==> src/rtl/forward_scoreboard_if.sv <==
// EXE-stage hazard lookup bus: instruction-side request fields and per-operand
// forward/stall responses.
interface forward_scoreboard_if #(
  parameter int NUM_SRC = 2,
  parameter int DEPTH   = 3,
  parameter int REG_W   = 5,
  parameter int SEL_W   = $clog2(DEPTH+1)
);
  logic                       exe_valid;
  logic                       exe_wr;
  logic [REG_W-1:0]           exe_dst;
  logic [SEL_W-1:0]           exe_rdy_stage;
  logic [NUM_SRC*REG_W-1:0]   exe_src;
  logic                       advance;
  logic                       bubble;
  logic                       flush;
  logic [NUM_SRC*SEL_W-1:0]   fwd_sel;
  logic [NUM_SRC-1:0]         src_stall;
  logic                       stall;

  modport master (
    output exe_valid, exe_wr, exe_dst, exe_rdy_stage, exe_src,
    output advance, bubble, flush,
    input  fwd_sel, src_stall, stall
  );

  modport slave (
    input  exe_valid, exe_wr, exe_dst, exe_rdy_stage, exe_src,
    input  advance, bubble, flush,
    output fwd_sel, src_stall, stall
  );
endinterface

==> src/rtl/forward_scoreboard.sv <==
// Forwarding / load-use hazard scoreboard: tracks in-flight writes in stages
// 1..DEPTH and picks the youngest producer per EXE operand.
module fwd_lookup #(
  parameter int DEPTH = 3,
  parameter int REG_W = 5,
  parameter int SEL_W = 2
) (
  input  logic [DEPTH-1:0]            i_valid,
  input  logic [DEPTH-1:0][REG_W-1:0] i_dst,
  input  logic [DEPTH-1:0][SEL_W-1:0] i_rdy,
  input  logic [REG_W-1:0]            i_src,
  output logic [SEL_W-1:0]            o_sel,
  output logic                        o_stall
);
  // Scan oldest to youngest so the youngest match is the last one written.
  always_comb begin
    o_sel   = '0;
    o_stall = 1'b0;
    for (int k = DEPTH; k >= 1; k--) begin
      if (i_valid[k-1] && (i_dst[k-1] == i_src) && (i_src != '0)) begin
        o_sel   = SEL_W'(k);
        o_stall = (SEL_W'(k) < i_rdy[k-1]);
      end
    end
  end
endmodule

module forward_scoreboard #(
  parameter int NUM_SRC = 2,
  parameter int DEPTH   = 3,
  parameter int REG_W   = 5,
  parameter int SEL_W   = $clog2(DEPTH+1)
) (
  input  logic                 clk,
  input  logic                 rst,
  forward_scoreboard_if.slave  bus
);
  logic [DEPTH-1:0]               r_valid;
  logic [DEPTH-1:0][REG_W-1:0]    r_dst;
  logic [DEPTH-1:0][SEL_W-1:0]    r_rdy;

  logic [SEL_W-1:0]               w_rdy_clamp;
  logic                           w_ins_valid;
  logic [NUM_SRC-1:0][SEL_W-1:0]  w_sel;
  logic [NUM_SRC-1:0]             w_stall;

  always_comb begin
    w_rdy_clamp = bus.exe_rdy_stage;
    if (bus.exe_rdy_stage == '0)
      w_rdy_clamp = SEL_W'(1);
    else if (bus.exe_rdy_stage > SEL_W'(DEPTH))
      w_rdy_clamp = SEL_W'(DEPTH);
  end

  assign w_ins_valid = bus.exe_valid & bus.exe_wr & (bus.exe_dst != '0);

  // Index k-1 holds stage k; bubble shifts in an empty stage-1 entry.
  always_ff @(posedge clk) begin
    if (rst) begin
      r_valid <= '0;
      r_dst   <= '0;
      r_rdy   <= '0;
    end else if (bus.flush) begin
      r_valid <= '0;
    end else if (bus.advance || bus.bubble) begin
      for (int k = DEPTH-1; k >= 1; k--) begin
        r_valid[k] <= r_valid[k-1];
        r_dst[k]   <= r_dst[k-1];
        r_rdy[k]   <= r_rdy[k-1];
      end
      r_valid[0] <= bus.advance & w_ins_valid;
      r_dst[0]   <= bus.exe_dst;
      r_rdy[0]   <= w_rdy_clamp;
    end
  end

  for (genvar g = 0; g < NUM_SRC; g++) begin : g_src
    fwd_lookup #(.DEPTH(DEPTH), .REG_W(REG_W), .SEL_W(SEL_W)) u_lk (
      .i_valid (r_valid),
      .i_dst   (r_dst),
      .i_rdy   (r_rdy),
      .i_src   (bus.exe_src[g*REG_W +: REG_W]),
      .o_sel   (w_sel[g]),
      .o_stall (w_stall[g])
    );
  end

  assign bus.fwd_sel   = w_sel;
  assign bus.src_stall = w_stall;
  assign bus.stall     = |w_stall;
endmodule

==> src/flat_wrapper.sv <==
// flat-port wrapper written by rule: the top's interface ports become plain ports
module forward_scoreboard_flat 
#(
  parameter int NUM_SRC = 2,
  parameter int DEPTH   = 3,
  parameter int REG_W   = 5,
  parameter int SEL_W   = $clog2(DEPTH+1)
)
  (clk, rst, bus_exe_valid, bus_exe_wr, bus_exe_dst, bus_exe_rdy_stage, bus_exe_src, bus_advance, bus_bubble, bus_flush, bus_fwd_sel, bus_src_stall, bus_stall);
  forward_scoreboard_if #(.NUM_SRC(NUM_SRC), .DEPTH(DEPTH), .REG_W(REG_W), .SEL_W(SEL_W)) bus_i ();
  input  logic clk;
  input  logic rst;
  input wire logic [$bits(bus_i.exe_valid)-1:0] bus_exe_valid;
  input wire logic [$bits(bus_i.exe_wr)-1:0] bus_exe_wr;
  input wire logic [$bits(bus_i.exe_dst)-1:0] bus_exe_dst;
  input wire logic [$bits(bus_i.exe_rdy_stage)-1:0] bus_exe_rdy_stage;
  input wire logic [$bits(bus_i.exe_src)-1:0] bus_exe_src;
  input wire logic [$bits(bus_i.advance)-1:0] bus_advance;
  input wire logic [$bits(bus_i.bubble)-1:0] bus_bubble;
  input wire logic [$bits(bus_i.flush)-1:0] bus_flush;
  output wire logic [$bits(bus_i.fwd_sel)-1:0] bus_fwd_sel;
  output wire logic [$bits(bus_i.src_stall)-1:0] bus_src_stall;
  output wire logic [$bits(bus_i.stall)-1:0] bus_stall;
  assign bus_i.exe_valid = bus_exe_valid;
  assign bus_i.exe_wr = bus_exe_wr;
  assign bus_i.exe_dst = bus_exe_dst;
  assign bus_i.exe_rdy_stage = bus_exe_rdy_stage;
  assign bus_i.exe_src = bus_exe_src;
  assign bus_i.advance = bus_advance;
  assign bus_i.bubble = bus_bubble;
  assign bus_i.flush = bus_flush;
  assign bus_fwd_sel = bus_i.fwd_sel;
  assign bus_src_stall = bus_i.src_stall;
  assign bus_stall = bus_i.stall;
  forward_scoreboard #(.NUM_SRC(NUM_SRC), .DEPTH(DEPTH), .REG_W(REG_W), .SEL_W(SEL_W)) u_core (.clk(clk), .rst(rst), .bus(bus_i));
endmodule
==> config.mk <==
export PLATFORM = sky130hd
export DESIGN_NAME = forward_scoreboard_flat
export DESIGN_NICKNAME = d
export VERILOG_FILES = /design/src/rtl/forward_scoreboard_if.sv /design/src/rtl/forward_scoreboard.sv /design/src/flat_wrapper.sv
export SDC_FILE = /design/constraint.sdc
export NUM_CORES = 1
export LEC_CHECK = 0
export BUFFER_PORTS_ARGS = -buffer_cell sky130_fd_sc_hd__buf_4
export CORE_ASPECT_RATIO = 0.7
export CORE_MARGIN = 2
export CORE_UTILIZATION = 52
export CTS_CLUSTER_SIZE = 16
export DETAILED_ROUTE_END_ITERATION = 10
export HOLD_SLACK_MARGIN = 0.1
export PLACE_DENSITY = 0.8
export SLEW_MARGIN = 10
export SYNTH_ARGS = -nofsm -noshare
export SYNTH_HDL_FRONTEND = slang
export SYNTH_SLANG_ARGS = --single-unit
==> constraint.sdc <==
create_clock -name clk -period 1.7 [get_ports clk]
set_clock_uncertainty 0.15 [all_clocks]
set_input_delay 0.085 -clock clk [delete_from_list [all_inputs] [get_ports clk]]
set_output_delay 0.085 -clock clk [all_outputs]
set_load 0.01 [all_outputs]
==> out/results.ini, run 1 <==
[outcome]
status = finished, violations left
failed_checks = negative setup slack

[job]
cap_violations = 0

[floorplan]
core-area_mm2 = 0.00242
io_pins = 31
fp.dieArea_mm2 = 0.00294
die_h_um = 46.0
die_w_um = 64.0
initial_utilization_pct = 54.1
row_count = 15

[synth]
netlist_area_mm2 = 0.00131
synth.net_count = 187
synth_edf_count = 0
synth_async_sr_flop_share_pct = 0
ys.warnings.count = 0
ys_seq_area_share_pct = 33.6
synth.distinct_cells = 31
avgSynthCellArea_um2 = 8.04
synthesis.instances = 163
synth_flop_cell = dfxtp_1
ys_ff_latch = 22

[cells_and_area]
mostFrequentLayoutCells = nand2_1 (41), buf_4 (40), a21oi_1 (18), xnor2_1 (16), dlygate4sd3_1 (15)
num_antenna_cells = 0
drive_above_1_share_pct = 36.4
finalInstanceArea_mm2 = 0.00196
fin_util_pct = 80.8
syn_to_final_growth_pct = 49.3
final_nets = 242
layout.cells.non_filler = 251
layout_commonest_cell = nand2_1

[cts]
cts.clk_slew.worst_paths_ns = 0.13
cts_tree = done
cts_inserted_buffers = 3
cts_buffer_depth = 2
clock_latency_ns = 0.30
root_buffer = clkbuf_4
cts.sinks = 22
cts_max_level = 1

[power_and_ir_drop]
fin_total_pwr_mw = 1.09
ir_drop_v = 0.000616
power_density_mw_per_mm2 = 557
p_leak_nw = 0.736

[global_routing]
met3_usage_pct = 4.70
grt_use_total_pct = 27.9
busiest_layer = met2
use_met2_pct = 48.1
antenna_found_initial = 0
overflow = 0
grt_pass1_vias = 1312
grt_use_met1_pct = 35.4
grt_pass1_wl_mm = 6.17
grt_max_degree = 23

[routing]
vias = 1423
post_drt_wl_per_cell_um = 16.7
routed_via_density = 5.67
drtAntennaViolNets = 0
drc = 0
drtIter0Drc = 84
wirelength_mm = 4.20
dr.pass1.iters = 4

[placed_design]
place_ws_ns = -0.00903
dp_hpwl_mm = 2.52
gp_congestion = 0.994
place_inst = 225
placed_area_mm2 = 0.00158
port_buffers = 30

[timing]
fin_crit_ns = 2.06
hold_slack_ns = 0.148
rsz0062_at_grt = true
setup_viol = 7
setup_ws_ns = -0.363
drv_slew = 0
relSlewSlack_pct = 71.5
fin_tns_setup_ns = -1.98
max_clock_freq_mhz = 485
post-route-period-util_pct = 121
max_slew.worst_pin.slew_ns = 0.426
hold_viol_final = 0

[hold_path]
hp-class = input port to register

[setup_path]
crit_buf_inv = 1
cp.depth = 6
critPathMaxStageDelay_ns = 0.42
critPathSlowestCell = or3_4
path_class = register to primary output
cp-end-kind = primary output
crit_required_ns = 1.46
r2r_cells = 3
cp_top_family = simple AND/OR/NAND/NOR gates
crit_path_cell_trace = xnor2_1 -> nand2_1 -> or3_4 -> a22oi_2 -> o21ai_2 -> buf_4
crit_arrival_ns = 1.83
r2r_slack_ns = 0.17
crit_path_end = bus_stall
startpoint = u_core.r_dst[1]
critPathMaxFanout = 3
r2r_end = u_core.r_valid[1]
reg2reg_from = u_core.r_valid[1]
cp-start-kind = register

[cell families (layout without fill, tap and decap cells)]
family                    Yosys count  count (layout)  synth area share (%)
and+or+nand+nor                    73              73                  28.8
xor gates and xnor gates           30              30                  20.1
AOI/OAI and AO/OA                  27              27                  12.5
DFF                                22              22                  33.6
buffers and inverters               9              63                  3.44
muxes                               2               2                  1.53
[worst min path at each step]
| stage | from | end | slack, ns | cells after the start |
|---|---|---|---|---|
| after floorplan | rst | u_core.r_valid[0] | 0.008 | 1 |
| after global placement | bus_flush | u_core.r_valid[2] | 0.13 | 2 |
| after detailed placement | bus_flush | u_core.r_valid[0] | 0.14 | 2 |
| after CTS | bus_flush | u_core.r_dst[8] | 0.17 | 4 |
| after global routing | bus_bubble | u_core.r_valid[2] | 0.13 | 5 |
| final | bus_bubble | u_core.r_valid[2] | 0.15 | 5 |
[synth_stat cells, drive strengths merged (3+ instances only)]
cell	n	area share, %
nand2	41	12
dfxtp	22	34
xnor2	22	15
a21oi	18	6.9
nor2	9	3.7
xor2	8	5.3
buf	6	2.6
nand4	6	2.9
nor3	5	2.7
nor4	4	2.9
or4	3	2.3
[cell type report]
cell class | instances | area, um^2
sequential | 22 | 463
fill | 142 | 465
tap | 34 | 42.5
inverter | 2 | 7.51
timing repair buffer | 57 | 473
clock buffer | 4 | 36.3
multi-input combinational | 132 | 933
[metal layers]
layer	wire, um	part of all wire, %
met5	0	0
met4	158	3.8
met2	1990	47
met3	332	7.9
met1	1720	41
[tightest hold or removal path, cell delays in order]
cell and delay, ns:
buf_4 0.10, nor2_4 0.04, buf_4 0.13, mux2i_1 0.14
nor3_1 0.07
[power by group]
group	switching, mW	internal (mW)
clock	0.164	0.131
sequential	0.0207	0.528
combinational	0.115	0.130
[state kept, by name, indices dropped and copies added (netlist names)]
| signal | flops |
|---|---|
| u_core.r_rdy | 4 |
| u_core.r_dst | 15 |
| u_core.r_valid | 3 |
[timing repair]
| item | 4_1_cts | 5_1_grt |
|---|---|---|
| hold buffers | 14 | 3 |
| resized for setup | 16 | 19 |
| pin swaps | 4 | 9 |
| hold endpoints to repair | 22 | 20 |
| endpoints found under the setup margin | 7 | 27 |
| buffers inserted | 4 | 3 |
No activity file was read; power rests on OpenSTA's default activity.
==> run 2, diff against run 1 <==
- BUFFER_PORTS_ARGS: -buffer_cell sky130_fd_sc_hd__buf_4 -> -buffer_cell sky130_fd_sc_hd__clkbuf_2
==> run 2 against run 1 <==
Compared with the run above:
- the flow still finishes with violations (negative setup slack)
- register-to-register slack gained 0.21 ns
- cell count decreased by 2.8%
- combinational power down 9.4%
- utilization fell by 5.9 points
- sequential share of layout area increased by 2.2 points
- sequential power hardly changed
- design area shrank 7.4%
- die area stayed put
- flip-flop and latch count unchanged
- critical path type unchanged
- critical endpoint unchanged
- highest routed layer unchanged
==> out/results.ini, run 2 (synthesized netlist as in run 1, its figures left out) <==
[hold_path]
min_path_cells = 5
min_from = bus_advance
hold_path_end = u_core.r_valid[2]
hp-class = input port to register

[cts]
cts.clk_slew.worst_paths_ns = 0.11
cts_tree = done
root_buffer = clkbuf_4
cts.sinks = 22
cts_inserted_buffers = 3
cts_max_level = 1
clock_latency_ns = 0.30
cts_buffer_depth = 2

[timing]
hold_slack_ns = 0.144
setup_ws_ns = -0.253
max_slew.worst_pin.slew_ns = 1.21
post-route-period-util_pct = 115
fin_crit_ns = 1.95
relSlewSlack_pct = 19.3
rsz0062_at_grt = true
drv_slew = 0
hold_viol_final = 0
setup_viol = 7
max_clock_freq_mhz = 512

[power_and_ir_drop]
fin_total_pwr_mw = 1.00
p_leak_nw = 0.694
switchingPower_uw = 283
power_frac_comb_pct = 22.1
intPower_uw = 722
ir_drop_v = 0.000356
power_density_mw_per_mm2 = 554
clkPwrFrac_pct = 23.2
share_seq_of_total_power_pct = 54.7
swShare_pct = 28.2

[routing]
post_drt_wl_per_cell_um = 14.8
drc = 0
wirelength_mm = 3.61
drtIter0Drc = 119
vias = 1307
routed_via_density = 5.36
drtAntennaViolNets = 0
dr.pass1.iters = 4

[global_routing]
overflow = 0
grt_pass1_wl_mm = 5.42
antenna_found_initial = 0
grt_use_total_pct = 24.3
grt_pass1_vias = 1202
grt_max_degree = 23

[outcome]
failed_checks = negative setup slack
status = finished, violations left

[cells_and_area]
num_antenna_cells = 0
layout.cells.non_filler = 244
fill_cells = 182
finalInstanceArea_mm2 = 0.00181
final_nets = 236
mostFrequentLayoutCells = nand2_1 (41), clkbuf_2 (25), a21oi_1 (18), dlygate4sd3_1 (13), xnor2_1 (12)
fin_util_pct = 74.8
reg.largest.list = u_core.r_dst: 15 flops, u_core.r_rdy: 4 flops, u_core.r_valid: 3 flops
top_register = u_core.r_dst
drive_above_1_share_pct = 37.1
syn_to_final_growth_pct = 38.3
largest_reg_flops = 15
layout_commonest_cell = nand2_1

[placed_design]
port_buffers = 30
dp_hpwl_mm = 2.45
placed_area_mm2 = 0.00151
gp_congestion = 0.864
place_inst = 226

[setup_path]
critPathMaxFanout = 3
r2r_end = u_core.r_valid[0]
crit_required_ns = 1.46
r2r_cells = 2
crit_arrival_ns = 1.72
reg2reg_from = u_core.r_valid[0]
cp-end-kind = primary output
cp-start-kind = register
path_class = register to primary output
r2r_slack_ns = 0.38

[floorplan]
row_count = 15
initial_utilization_pct = 54.1
die_w_um = 64.0
die_h_um = 46.0
core-area_mm2 = 0.00242
io_pins = 31
fp.dieArea_mm2 = 0.00294

[job]
cap_violations = 0

[run 2: power by group through the flow]
stage	Clock [mW]	Sequential, mW	Combinational (mW)
CTS	0.235	0.552	0.201
floorplan	0	0.558	0.0976
detailed placement	0	0.562	0.170
global route	0.253	0.551	0.240
global placement	0	0.560	0.165
finish	0.233	0.549	0.222
[run 2: worst max-delay path by stage]
stage | startpoint | end | slack [ns] | depth (start not counted)
after detailed placement | u_core.r_dst[9] | bus_src_stall[1] | -0.003 | 6
after global routing | u_core.r_dst[4] | bus_stall | -0.36 | 6
after floorplan | u_core.r_dst[8] | bus_src_stall[0] | 0.20 | 6
after global placement | u_core.r_dst[8] | bus_src_stall[1] | 0.03 | 6
final | u_core.r_dst[4] | bus_stall | -0.25 | 6
after CTS | u_core.r_dst[9] | bus_src_stall[1] | -0.25 | 6
[run 2: area by class of cell]
| cell class | count | area (um^2) | area share (%) |
|---|---|---|---|
| multi-input cells | 132 | 930 | 51.3 |
| flip-flops and latches | 22 | 469 | 25.9 |
| repair buffers | 51 | 340 | 18.8 |
| well taps | 34 | 42.5 | 2.35 |
| clock buffers | 3 | 22.5 | 1.24 |
| inverters | 2 | 7.51 | 0.414 |
[run 2: metal layers]
| layer | global-route usage [%] | wire length, um | part of all wire, % |
|---|---|---|---|
| met5 | 0 | 0 | 0 |
| met3 | 3.96 | 182 | 5.0 |
| met2 | 41.7 | 1690 | 47 |
| met4 | 5.65 | 36 | 1.0 |
| met1 | 32.6 | 1690 | 47 |
[run 2: stage by stage]
stage	setup slack [ns]	setup TNS [ns]
floorplan	0.203	0
global placement	0.0340	0
detailed placement	-0.00281	-0.00281
CTS	-0.249	-1.18
global route	-0.360	-2.01
finish	-0.253	-1.23
[run 2: worst max-delay path, stage by stage (launching register included)]
cell and delay [ns]:
dfxtp_4 0.38, xnor2_2 0.15, nand4_1 0.15, or3_1 0.33, a22oi_1 0.19, o21ai_1 0.09, clkbuf_2 0.13
[run 2: timing repair]
item,4_1_cts,5_1_grt
pin swaps,4,15
hold buffers,13,0
endpoints found under the setup margin,7,7
resized for setup,14,23
buffers inserted,1,1
hold endpoints to repair,17,0
==> run 3, diff against run 2 <==
- SETUP_SLACK_MARGIN: unset -> 0.3
==> run 3 against run 2 <==
Compared with the run above:
- the flow still finishes with violations (negative setup slack)
- register-to-register slack better by 0.06 ns
- utilization is 4.7 points higher
- routed wire length is 9.8% higher
- critical path depth stayed put
==> out/results.ini, run 3 (synthesized netlist as in run 1, its figures left out) <==
[routing]
routed_via_density = 5.54
wirelength_mm = 3.96
post_drt_wl_per_cell_um = 15.7
dr.pass1.iters = 4
vias = 1395
drc = 0
drtAntennaViolNets = 0
drtIter0Drc = 71

[cells_and_area]
largest_reg_flops = 15
drive_above_1_share_pct = 37.6
finalInstanceArea_mm2 = 0.00193
reg.largest.list = u_core.r_dst: 15 flops, u_core.r_rdy: 4 flops, u_core.r_valid: 3 flops
mostFrequentLayoutCells = nand2_1 (41), clkbuf_2 (24), a21oi_1 (18), xnor2_1 (14), dlygate4sd3_1 (14)
layout_commonest_cell = nand2_1
fin_util_pct = 79.5
syn_to_final_growth_pct = 47.0
num_antenna_cells = 0
top_register = u_core.r_dst
final_nets = 243
layout.cells.non_filler = 252

[setup_path]
reg2reg_from = u_core.r_valid[0]
cp-end-kind = primary output
crit_required_ns = 1.46
cp-start-kind = register
critPathMaxFanout = 4
path_class = register to primary output
crit_arrival_ns = 1.82
r2r_end = u_core.r_valid[0]
r2r_cells = 2
r2r_slack_ns = 0.44

[timing]
rsz0062_at_grt = true
hold_slack_ns = 0.123
max_slew.worst_pin.slew_ns = 0.446
drv_slew = 0
post-route-period-util_pct = 121
setup_ws_ns = -0.356
fin_crit_ns = 2.06
relSlewSlack_pct = 70.0
setup_viol = 7
hold_viol_final = 0
max_clock_freq_mhz = 486

[hold_path]
min_path_cells = 4
hp-class = input port to register
min_from = bus_flush
hold_path_end = u_core.r_dst[13]

[floorplan]
row_count = 15
fp.dieArea_mm2 = 0.00294
die_h_um = 46.0
core-area_mm2 = 0.00242
io_pins = 31
die_w_um = 64.0
initial_utilization_pct = 54.1

[global_routing]
antenna_found_initial = 0
grt_use_total_pct = 25.1
overflow = 0
grt_max_degree = 23
grt_pass1_wl_mm = 5.51
grt_pass1_vias = 1247

[cts]
clock_latency_ns = 0.31
cts_buffer_depth = 2
root_buffer = clkbuf_4
cts_inserted_buffers = 3
cts.clk_slew.worst_paths_ns = 0.12
cts.sinks = 22
cts_tree = done
cts_max_level = 1

[outcome]
failed_checks = negative setup slack
status = finished, violations left

[placed_design]
placed_area_mm2 = 0.00149
dp_hpwl_mm = 2.39
port_buffers = 30
place_inst = 222
gp_congestion = 0.862

[power_and_ir_drop]
power_density_mw_per_mm2 = 622
clkPwrFrac_pct = 33.9
ir_drop_v = 0.000775
power_frac_comb_pct = 20.0
share_seq_of_total_power_pct = 46.1
swShare_pct = 25.8
p_leak_nw = 0.739
switchingPower_uw = 309
intPower_uw = 889

[job]
cap_violations = 0

==> run 3: changes by cell type in the layout (fill, tap and decap cells not counted), sizes merged <==
cell	delta
buf	+5
or2	+2
bufinv	+1
clkbuf	-1
dlygate4sd3	+1
==> run 3: metrics by stage <==
step                      setup WS [ns]  TNS (ns)  total power, mW
final                            -0.356     -1.95             1.20
after floorplan                   0.203         0            0.657
after detailed placement         0.0155         0            0.726
after global routing             -0.492     -2.73             1.24
after CTS                        -0.283     -5.24             1.14
after global placement           0.0650         0            0.719
==> run 3: timing repair <==
item | CTS | global route
buffers inserted | 4 | 6
setup endpoints to repair | 7 | 27
pin swaps | 9 | 12
hold endpoints to repair | 20 | 2
cloned | 0 | 2
gates resized for setup | 7 | 32
hold buffers | 13 | 2
==> run 3: power groups by stage <==
stage	clock (mW)	sequential [mW]	combinational, mW
5_1_grt	0.429	0.554	0.256
4_1_cts	0.400	0.553	0.189
3_5_place_dp	0	0.566	0.160
2_1_floorplan	0	0.559	0.0977
3_3_place_gp	0	0.565	0.154
6_report	0.406	0.552	0.240
==> run 3: how the worst max path moves through the flow <==
stage                    startpoint                to  cells past startpoint
CTS                 u_core.r_dst[9]         bus_stall                      7
detailed placement  u_core.r_dst[8]  bus_src_stall[0]                      6
global placement    u_core.r_dst[8]  bus_src_stall[0]                      6
global route        u_core.r_dst[2]         bus_stall                      6
finish              u_core.r_dst[2]         bus_stall                      6
floorplan           u_core.r_dst[8]  bus_src_stall[1]                      6
==> run 3: per-layer routing <==
layer | vias to the layer above | wire, um | track usage, %
met1 | 657 | 1670 | 31.4
li1 | 673 | - | -
met3 | 10 | 202 | 3.71
met5 | - | 0 | 0
met2 | 55 | 1980 | 41.9
met4 | 0 | 104 | 15.2
==> run 3: cell type report <==
cell class / count / area (um^2)
Multi-Input combinational cell: 134 / 957
Fill cell: 166 / 495
Sequential cell: 22 / 467
Timing Repair Buffer: 56 / 399
Tap cell: 34 / 42.5
Clock inverter: 1 / 30.0
Clock buffer: 3 / 22.5
Inverter: 2 / 7.51
==> run 3: worst max-delay path, cell delays in order, from the launching register on <==
cell and delay (ns):
dfxtp_4 0.39, xnor2_1 0.18, nand4_1 0.23, or3_1 0.39
a22oi_2 0.12, o21ai_1 0.06, buf_2 0.14
